[src/rtl/fetch_mem_pkg.sv]
`default_nettype none
// ============================================================================
//  Package     : fetch_mem_pkg
//  Description : Shared widths and refill-state encoding for the L1-I miss
//                refill path (fetch stage <-> L2/memory port).
//  Contents    : SIZE_PC, CACHE_WIDTH, BEAT_WIDTH, BEATS, BEAT_CNT_W,
//                OFFSET_W, REFILL_CNT_W, refill_state_e
//  Revision    : 1.0 - initial release
// ============================================================================
package fetch_mem_pkg;

    localparam int SIZE_PC      = 32;
    localparam int CACHE_WIDTH  = 256;
    localparam int BEAT_WIDTH   = 64;
    localparam int BEATS        = CACHE_WIDTH / BEAT_WIDTH;
    localparam int BEAT_CNT_W   = $clog2(BEATS);
    // Byte-offset bits dropped when aligning an address to a cache block.
    localparam int OFFSET_W     = $clog2(CACHE_WIDTH / 8);
    localparam int REFILL_CNT_W = 16;

    typedef enum logic [1:0] {
        ST_IDLE  = 2'd0,
        ST_REQ   = 2'd1,
        ST_RESP  = 2'd2,
        ST_WRITE = 2'd3
    } refill_state_e;

endpackage
`default_nettype wire

[src/rtl/icache_refill_ctrl_if.sv]
`default_nettype none
// ============================================================================
//  Interface   : icache_refill_ctrl_if
//  Description : Bundles the fetch-stage miss/fill signals and the memory
//                request/response signals of the instruction-cache refill
//                controller.
//  Modports    : master - fetch stage + memory model side (drives *_i)
//                slave  - refill controller side (drives *_o)
//  Revision    : 1.0 - initial release
// ============================================================================
interface icache_refill_ctrl_if;
    import fetch_mem_pkg::*;

    // fetch stage -> controller
    logic                     miss_i;
    logic [SIZE_PC-1:0]       missAddr_i;
    // controller -> memory
    logic                     memReqValid_o;
    logic [SIZE_PC-1:0]       memReqAddr_o;
    // memory -> controller
    logic                     memReqReady_i;
    logic                     memRespValid_i;
    logic [BEAT_WIDTH-1:0]    memRespData_i;
    // controller -> fetch stage
    logic                     wrEnable_o;
    logic [SIZE_PC-1:0]       wrAddr_o;
    logic [CACHE_WIDTH-1:0]   instBlock_o;
    // status
    logic                     busy_o;
    logic [REFILL_CNT_W-1:0]  refillCount_o;

    modport master (
        output miss_i, missAddr_i, memReqReady_i, memRespValid_i, memRespData_i,
        input  memReqValid_o, memReqAddr_o, wrEnable_o, wrAddr_o, instBlock_o,
               busy_o, refillCount_o
    );

    modport slave (
        input  miss_i, missAddr_i, memReqReady_i, memRespValid_i, memRespData_i,
        output memReqValid_o, memReqAddr_o, wrEnable_o, wrAddr_o, instBlock_o,
               busy_o, refillCount_o
    );

endinterface
`default_nettype wire

[src/rtl/refill_block_assembler.sv]
`default_nettype none
// ============================================================================
//  Module      : refill_block_assembler
//  Description : Collects BEATS response beats into one CACHE_WIDTH block.
//                Beat n lands at bits [n*BEAT_WIDTH +: BEAT_WIDTH], so beat 0
//                (lowest address) occupies the LSBs.
//  Ports       : clk, reset   - clock, asynchronous active-high reset
//                clear        - restart the beat counter at beat 0
//                beatValid    - capture beatData this cycle
//                beatData     - one response beat
//                block        - assembled block (holds between refills)
//                lastBeat     - the beat being captured is the final one
//  Revision    : 1.0 - initial release
// ============================================================================
module refill_block_assembler
    import fetch_mem_pkg::*;
(
    input  wire logic                   clk,
    input  wire logic                   reset,
    input  wire logic                   clear,
    input  wire logic                   beatValid,
    input  wire logic [BEAT_WIDTH-1:0]  beatData,
    output logic      [CACHE_WIDTH-1:0] block,
    output logic                        lastBeat
);

    logic [BEAT_CNT_W-1:0]  r_beat_cnt;
    logic [CACHE_WIDTH-1:0] r_block;

    // Combinational so the FSM can leave RESP on the same edge that
    // captures the final beat.
    assign lastBeat = beatValid && (r_beat_cnt == BEAT_CNT_W'(BEATS - 1));
    assign block    = r_block;

    always_ff @(posedge clk or posedge reset) begin
        if (reset) begin
            r_beat_cnt <= '0;
            r_block    <= '0;
        end else if (clear) begin
            r_beat_cnt <= '0;
        end else if (beatValid) begin
            r_block[r_beat_cnt * BEAT_WIDTH +: BEAT_WIDTH] <= beatData;
            // Wraps back to 0 after the last beat.
            r_beat_cnt <= r_beat_cnt + 1'b1;
        end
    end

endmodule
`default_nettype wire

[src/rtl/icache_refill_ctrl.sv]
`default_nettype none
// ============================================================================
//  Module      : icache_refill_ctrl
//  Description : L1 instruction-cache refill responder. Latches a fetch miss,
//                issues one block request to memory, assembles the returned
//                beats and writes the block back to the fetch stage with a
//                one-cycle fill strobe. One refill in flight at a time.
//  Ports       : clk    - clock
//                reset  - asynchronous active-high reset (aborts a refill)
//                bus    - icache_refill_ctrl_if.slave: miss_i/missAddr_i,
//                         memReq*, memResp*, wrEnable_o/wrAddr_o/instBlock_o,
//                         busy_o, refillCount_o
//  Revision    : 1.0 - initial release
// ============================================================================
module icache_refill_ctrl
    import fetch_mem_pkg::*;
(
    input  wire logic            clk,
    input  wire logic            reset,
    icache_refill_ctrl_if.slave  bus
);

    localparam logic [1:0] S_IDLE  = ST_IDLE;
    localparam logic [1:0] S_REQ   = ST_REQ;
    localparam logic [1:0] S_RESP  = ST_RESP;
    localparam logic [1:0] S_WRITE = ST_WRITE;

    logic [1:0]              r_state;
    logic [1:0]              w_state_nxt;
    logic [SIZE_PC-1:0]      r_block_addr;
    logic                    r_req_valid;
    logic                    r_wr_en;
    logic                    r_busy;
    logic [REFILL_CNT_W-1:0] r_refill_cnt;

    logic                    w_accept;
    logic                    w_beat_valid;
    logic                    w_last_beat;
    logic [CACHE_WIDTH-1:0]  w_block;

    assign w_accept     = (r_state == S_REQ)  && bus.memReqReady_i;
    // Beats arriving in any other state (stray or post-abort) are dropped.
    assign w_beat_valid = (r_state == S_RESP) && bus.memRespValid_i;

    refill_block_assembler u_assembler (
        .clk       (clk),
        .reset     (reset),
        .clear     (w_accept),
        .beatValid (w_beat_valid),
        .beatData  (bus.memRespData_i),
        .block     (w_block),
        .lastBeat  (w_last_beat)
    );

    always_comb begin
        w_state_nxt = r_state;
        case (r_state)
            S_IDLE:  if (bus.miss_i)  w_state_nxt = S_REQ;
            S_REQ:   if (w_accept)    w_state_nxt = S_RESP;
            S_RESP:  if (w_last_beat) w_state_nxt = S_WRITE;
            S_WRITE:                  w_state_nxt = S_IDLE;
            default:                  w_state_nxt = S_IDLE;
        endcase
    end

    // Status/strobe outputs are decoded from the next state so they are
    // true registers aligned with the state they describe.
    always_ff @(posedge clk or posedge reset) begin
        if (reset) begin
            r_state      <= S_IDLE;
            r_block_addr <= '0;
            r_req_valid  <= 1'b0;
            r_wr_en      <= 1'b0;
            r_busy       <= 1'b0;
            r_refill_cnt <= '0;
        end else begin
            r_state     <= w_state_nxt;
            r_req_valid <= (w_state_nxt == S_REQ);
            r_wr_en     <= (w_state_nxt == S_WRITE);
            r_busy      <= (w_state_nxt != S_IDLE);
            // Miss address is only captured in IDLE; redirects during a
            // refill do not disturb the block in flight.
            if ((r_state == S_IDLE) && bus.miss_i) begin
                r_block_addr <= {bus.missAddr_i[SIZE_PC-1:OFFSET_W], {OFFSET_W{1'b0}}};
            end
            if (r_state == S_WRITE) begin
                r_refill_cnt <= r_refill_cnt + 1'b1;
            end
        end
    end

    assign bus.memReqValid_o = r_req_valid;
    assign bus.memReqAddr_o  = r_block_addr;
    assign bus.wrEnable_o    = r_wr_en;
    assign bus.wrAddr_o      = r_block_addr;
    assign bus.instBlock_o   = w_block;
    assign bus.busy_o        = r_busy;
    assign bus.refillCount_o = r_refill_cnt;

endmodule
`default_nettype wire

[src/flat_wrapper.sv]
// flat-port wrapper written by rule: the top's interface ports become plain ports
module icache_refill_ctrl_flat import fetch_mem_pkg::*;
  (clk, reset, bus_miss_i, bus_missAddr_i, bus_memReqReady_i, bus_memRespValid_i, bus_memRespData_i, bus_memReqValid_o, bus_memReqAddr_o, bus_wrEnable_o, bus_wrAddr_o, bus_instBlock_o, bus_busy_o, bus_refillCount_o);
  icache_refill_ctrl_if bus_i ();
  input  wire logic clk;
  input  wire logic reset;
  input wire logic [$bits(bus_i.miss_i)-1:0] bus_miss_i;
  input wire logic [$bits(bus_i.missAddr_i)-1:0] bus_missAddr_i;
  input wire logic [$bits(bus_i.memReqReady_i)-1:0] bus_memReqReady_i;
  input wire logic [$bits(bus_i.memRespValid_i)-1:0] bus_memRespValid_i;
  input wire logic [$bits(bus_i.memRespData_i)-1:0] bus_memRespData_i;
  output wire logic [$bits(bus_i.memReqValid_o)-1:0] bus_memReqValid_o;
  output wire logic [$bits(bus_i.memReqAddr_o)-1:0] bus_memReqAddr_o;
  output wire logic [$bits(bus_i.wrEnable_o)-1:0] bus_wrEnable_o;
  output wire logic [$bits(bus_i.wrAddr_o)-1:0] bus_wrAddr_o;
  output wire logic [$bits(bus_i.instBlock_o)-1:0] bus_instBlock_o;
  output wire logic [$bits(bus_i.busy_o)-1:0] bus_busy_o;
  output wire logic [$bits(bus_i.refillCount_o)-1:0] bus_refillCount_o;
  assign bus_i.miss_i = bus_miss_i;
  assign bus_i.missAddr_i = bus_missAddr_i;
  assign bus_i.memReqReady_i = bus_memReqReady_i;
  assign bus_i.memRespValid_i = bus_memRespValid_i;
  assign bus_i.memRespData_i = bus_memRespData_i;
  assign bus_memReqValid_o = bus_i.memReqValid_o;
  assign bus_memReqAddr_o = bus_i.memReqAddr_o;
  assign bus_wrEnable_o = bus_i.wrEnable_o;
  assign bus_wrAddr_o = bus_i.wrAddr_o;
  assign bus_instBlock_o = bus_i.instBlock_o;
  assign bus_busy_o = bus_i.busy_o;
  assign bus_refillCount_o = bus_i.refillCount_o;
  icache_refill_ctrl u_core (.clk(clk), .reset(reset), .bus(bus_i));
endmodule
[config.mk]
export PLATFORM = sky130hd
export DESIGN_NAME = icache_refill_ctrl_flat
export DESIGN_NICKNAME = d
export VERILOG_FILES = /design/src/rtl/fetch_mem_pkg.sv /design/src/rtl/icache_refill_ctrl_if.sv /design/src/rtl/refill_block_assembler.sv /design/src/rtl/icache_refill_ctrl.sv /design/src/flat_wrapper.sv
export SDC_FILE = /design/constraint.sdc
export NUM_CORES = 1
export LEC_CHECK = 0
export CORE_UTILIZATION = 30
export CTS_CLUSTER_DIAMETER = 150
export DETAILED_ROUTE_END_ITERATION = 12
export HOLD_SLACK_MARGIN = 0.12
export SLEW_MARGIN = 20
export SYNTH_ARGS = -nofsm -noshare
export SYNTH_HDL_FRONTEND = slang
export SYNTH_SLANG_ARGS = --single-unit
[constraint.sdc]
create_clock -name clk -period 11.18 [get_ports clk]
set_clock_uncertainty 0.2 [all_clocks]
set_input_delay 2.236 -clock clk [delete_from_list [all_inputs] [get_ports clk]]
set_output_delay 2.236 -clock clk [all_outputs]
set_load 0.005 [all_outputs]
======== After elaboration in Yosys (flattened, before gate mapping) ========
Cells that the tools add are included.
operators by class
  shifts and indexed selects .............. 2
  multiplexer cells ....................... 7
  equality and inequality tests ........... 6
  magnitude comparators ................... 0
  bitwise gates (word level) .............. 1
  divide/modulo/power cells ............... 0
  reduce and logical (&&, ||, !) cells .... 8
  multiply operators ...................... 0
  add/sub/neg operators ................... 3
operator list
  kind                                                      count
  bitwise mux 256 bit                                       1
  variable shift 64 x 34 -> 256 bit (first input constant)  1
  indexed part select 64 x 34 -> 256 bit                    1
  negator 8 -> 34 bit                                       1
  adder 16 x 1 -> 16 bit (second input constant)            1
  two-way mux 2 bit                                         5
  equality test 2 bit (second input constant)               4
  one-hot mux 2 bit (4 select lines)                        1
  equality test 2 x 1 -> 1 bit (second input constant)      2
  logical AND 1 bit                                         4
  nonzero test 2 bit                                        2
  adder 2 x 1 -> 2 bit (second input constant)              1
  logical NOT 2 bit                                         1
  AND reduction 2 bit                                       1
  inverter 1 bit                                            1
storage, ports and cells
  register bits after elaboration ......... 306
  bits in latches ......................... 0
  word-level logic and storage cells ...... 35
  memories ................................ 0
  input port bits ......................... 101
  memory bits (read-only) ................. 0
  output and inout bits ................... 339
  bits in writable memories ............... 0

======== Logic depth before layout (Yosys ltp) ========
  word-level depth ........................ 6
  depth in mapped cells ................... 8
  gate-level depth less buffers ........... 6

======== Cells and area by module ========
From an unflattened synthesis, not the netlist that was laid out.
unflattened totals
  cell total of the unflattened synthesis .. 1,271
  area, all modules ....................... 14,422.6 µm²
by module, submodules not included
  module                  times used  cells each  area an instance (µm²)  seq. area each (µm²)
  refill_block_assembler  1           1,097       12,213.0                6,456.2
  icache_refill_ctrl      1           174         2,209.6                 1,201.2

======== Least setup slack after synthesis ========
Ideal clock, no wire load.
  path kind ............................... input-to-reg
  from .................................... input bus_memRespValid_i
  to ...................................... register u_core.u_assembler.r_block[100], in the netlist u_core.u_assembler.block[100]
  stages on the path ...................... 5
  data arrival time ....................... 3.235 ns
  required time ........................... 10.915 ns
  library setup time ...................... 0.065 ns
  buffers on the path ..................... 1
  path slack .............................. 7.680 ns
  cells stage by stage .................... and2_4 nand3b_4 nor4_4 buf_6 a22o_1
between the ends
  cells in the longest elaborated chain, start to end .. 2
ends and longest elaborated chain
  item                            line                          RTL
  start: declaration              flat_wrapper.sv:10            input wire logic [$bits(bus_i.memRespValid_i)-1:0] bus_memRespValid_i;
  logical AND 1 bit               icache_refill_ctrl.sv:43      assign w_beat_valid = (r_state == S_RESP) && bus.memRespValid_i;
  AND reduction 2 bit (no line)   -
  end signal: indexed assignment  refill_block_assembler.sv:42  r_block[r_beat_cnt * BEAT_WIDTH +: BEAT_WIDTH] <= beatData;
  end: declaration                refill_block_assembler.sv:28  logic [CACHE_WIDTH-1:0] r_block;
No other way between the ends.
A chain may end at the register's enable or synchronous reset.

======== Worst setup path in the final report ========
  from .................................... input bus_memRespValid_i
  to ...................................... register u_core.u_assembler.r_block[76], in the netlist u_core.u_assembler.block[76]
The elaborated chain is that of the path after synthesis.

==> metrics <==
slew at the pin with the worst max-slew slack 1.05 ns; CP Capture Type flop; worst skew pair latency 0.52 ns; Worst EP arrival 4.98 ns; Period minus WS final 4.72 ns; largest net degree at the start of global routing 113; placed cell area 0.0166 mm2; Async S/R FF share, synth 100%; residual DRC count 0; Tightest Hold Check Type flop to flop; TritonCTS clock tree done; unrepaired setup endpoints after global routing no; wirelength, routed 38,500 um; CP Launch Type input port; Psw 1310 uW; Pint 2910 uW; io pins 440; final setup fails 0; DR iter-0 viols 478; number of buffers added on ports around 420; Global Route Usage Sum between 10% and 20%; synthesized area around 0.012 mm2; Hold Slack between 0.2 and 0.3 ns; number of flops mapped to enable cells by yosys 0; Routability Congestion 0.809; core area ~0.04 mm2; Clk pin slew, worst setup/hold paths 0.05 ns; Routed Antenna Nets 0; first-pass GRT wire length 59,800 um; Seq/Total Area, Yosys 63.0%; Switching Fraction approximately 31%; period utilisation layout a little over two fifths; Buf/Inv on CP 2; Setup Buffers After CTS 0; initial antenna violation count 1; clock network power share 26.2%; Die H between 200 and 250 um; final layout net count 1,644; Unique masters post-synth 38; CTS H-Tree Depth 2; clock buffer count from CTS 36; DRT Pass-1 Iters 5; die area between 0.04 and 0.05 mm2; FMAX 212 MHz; dpl ws a little under 6 ns; Synth Flop Type dfrtp_1; Max Transition Viols Final 0; initial core utilization 30.5%; sequential fraction of design power 38.4%; commonest non-fill, non-tap cell in the layout clkdlybuf4s50_1; final hold viol count 0; status complete, no violations; VDD IR max 145 uV; max incr delay on CP roughly 0.76 ns; Syn-to-layout area delta 45.4%; Num Clock Sinks 306; Comb power frac 35.5%; maxcap violations 0; Cell Rows 73; post-synth top area share 63.0%; root buf cell clkbuf_16; Max stage delay cell, worst path nand3b_4; grt ovf 0; Rel. slew slack 29.8%; main area contributors after synthesis dfrtp_1 (63%), nand2_1 (12%), o21ai_0 (7.0%); vias in the first global route 9,769; Leak 0.00748 uW; CTS max path bufs 3; Mapped Avg Cell Area 10.4 um2; Synth Register Bits 306; Resized Gates After CTS 0; Critical Path Fanout Max 65; CP Class input port to flop; Setup WS post-layout 6.46 ns; Vias/cell between 4 and 5; reg2reg setup slack approximately 8.1 ns; post-synth top area cell dfrtp_1; Die Width just over 200 um; Detail Placement HPWL around 26,000 um; PwrDens 239 mW/mm2; Pwr Total 4220 uW; crit-path leading delay family simple AND/OR/NAND/NOR gates; commonest cells after routing, fill and taps aside clkdlybuf4s50_1 (424), nand2_1 (390), dfrtp_1 (306); hold_buf cts 0; Cell Chain, Critical Path clkdlybuf4s50_1, and2_4, nand3b_4, nor4_4, buf_4, a22o_1; average wire per standard cell between 15 and 20 um; Warnings, synthesis 0; final instance area between 0.015 and 0.02 mm2; Critical Path RT roughly 11 ns; total number of vias 9,569; layout cells sized above 1 6.36%; post-route setup TNS 0 ns; Mapped Cells around 1,200
-- power groups by stage --
stage	registers, uW	logic [uW]	clock network [uW]
6_report	1620	1500	1100
5_1_grt	1660	1640	1180
4_1_cts	1620	1530	1140
3_5_place_dp	1640	1520	0
3_3_place_gp	1620	1510	0
2_1_floorplan	1630	596	0
-- through the flow --
step | util [%] | std cells
floorplan | - | 1178
global placement | 41.6 | 2024
detailed placement | 41.6 | 2024
CTS | 44.3 | 2082
global route | 44.4 | 2083
finish | 44.4 | 2083
-- synthesized netlist by cell type (all sizes together) (2+ instances only) --
master and n:
o21ai 193, inv 6, nor3 3, and4 2, nand3b 2, xnor2 13, nand3 10, ha 6
mux2 28, nand4 3, a22o 64, and2 2, clkbuf 46, buf 70, dfrtp 306, nand2 393
xor2 2, nor2 6, a21oi 2, and3 3
-- flip-flops by register name, indices dropped and copies added, names as in the netlist --
register and count:
u_core.bus.refillCount_o 16, u_core.bus.memReqAddr_o 27, u_core.u_assembler.r_beat_cnt 2, u_core.bus.busy_o 1, u_core.r_state 2, u_core.bus.memReqValid_o 1, u_core.bus.wrEnable_o 1, u_core.u_assembler.block 256
-- area by class of cell --
type | count | area, um2
Clock buffer | 53 | 1040
Tap cell | 525 | 657
Clock inverter | 5 | 53.8
Timing Repair Buffer | 437 | 4350
Inverter | 6 | 30.0
Sequential cell | 306 | 7660
Fill cell | 3812 | 22200
Antenna cell | 1 | 2.50
Multi-Input combinational cell | 750 | 3880
-- final timing paths --
kind | startpoint | depth (start not counted) | end
worst max register to register | u_core.u_assembler.r_beat_cnt[0] | 5 | u_core.u_assembler.block[76]
min in group asynchronous | reset | 2 | u_core.u_assembler.block[186]
worst min-delay path | u_core.u_assembler.block[43] | 2 | u_core.u_assembler.block[43]
max in group asynchronous | reset | 3 | u_core.bus.memReqAddr_o[17]
worst max-delay path | bus_memRespValid_i | 6 | u_core.u_assembler.block[76]
worst min register to register | u_core.u_assembler.block[43] | 2 | u_core.u_assembler.block[43]
-- logic make-up after synthesis --
family          count (synthesis)  synth area share (%)
simple gates                  427                  14.1
compound gates                263                  12.9
fa+ha+maj                       6                 0.618
other cells                     1                0.0309
flops                         306                  63.0
mux                            29                  2.68
xor+xnor                       15                  1.08
buf+inv                       122                  5.54
-- metal layers --
layer	part of all wire [%]	global-route usage, %	wire length, um
met5	0	0	0
met4	3.0	7.33	1140
met2	47	29.8	18100
met1	42	24.4	16300
met3	7.5	5.00	2900
-- worst min-delay path: cells and delay by family (launching register included) --
family          cells  cell delay, ns
flops               1            0.34
compound gates      1            0.06
simple gates        1            0.04
Power figures use the tool's default switching activity.
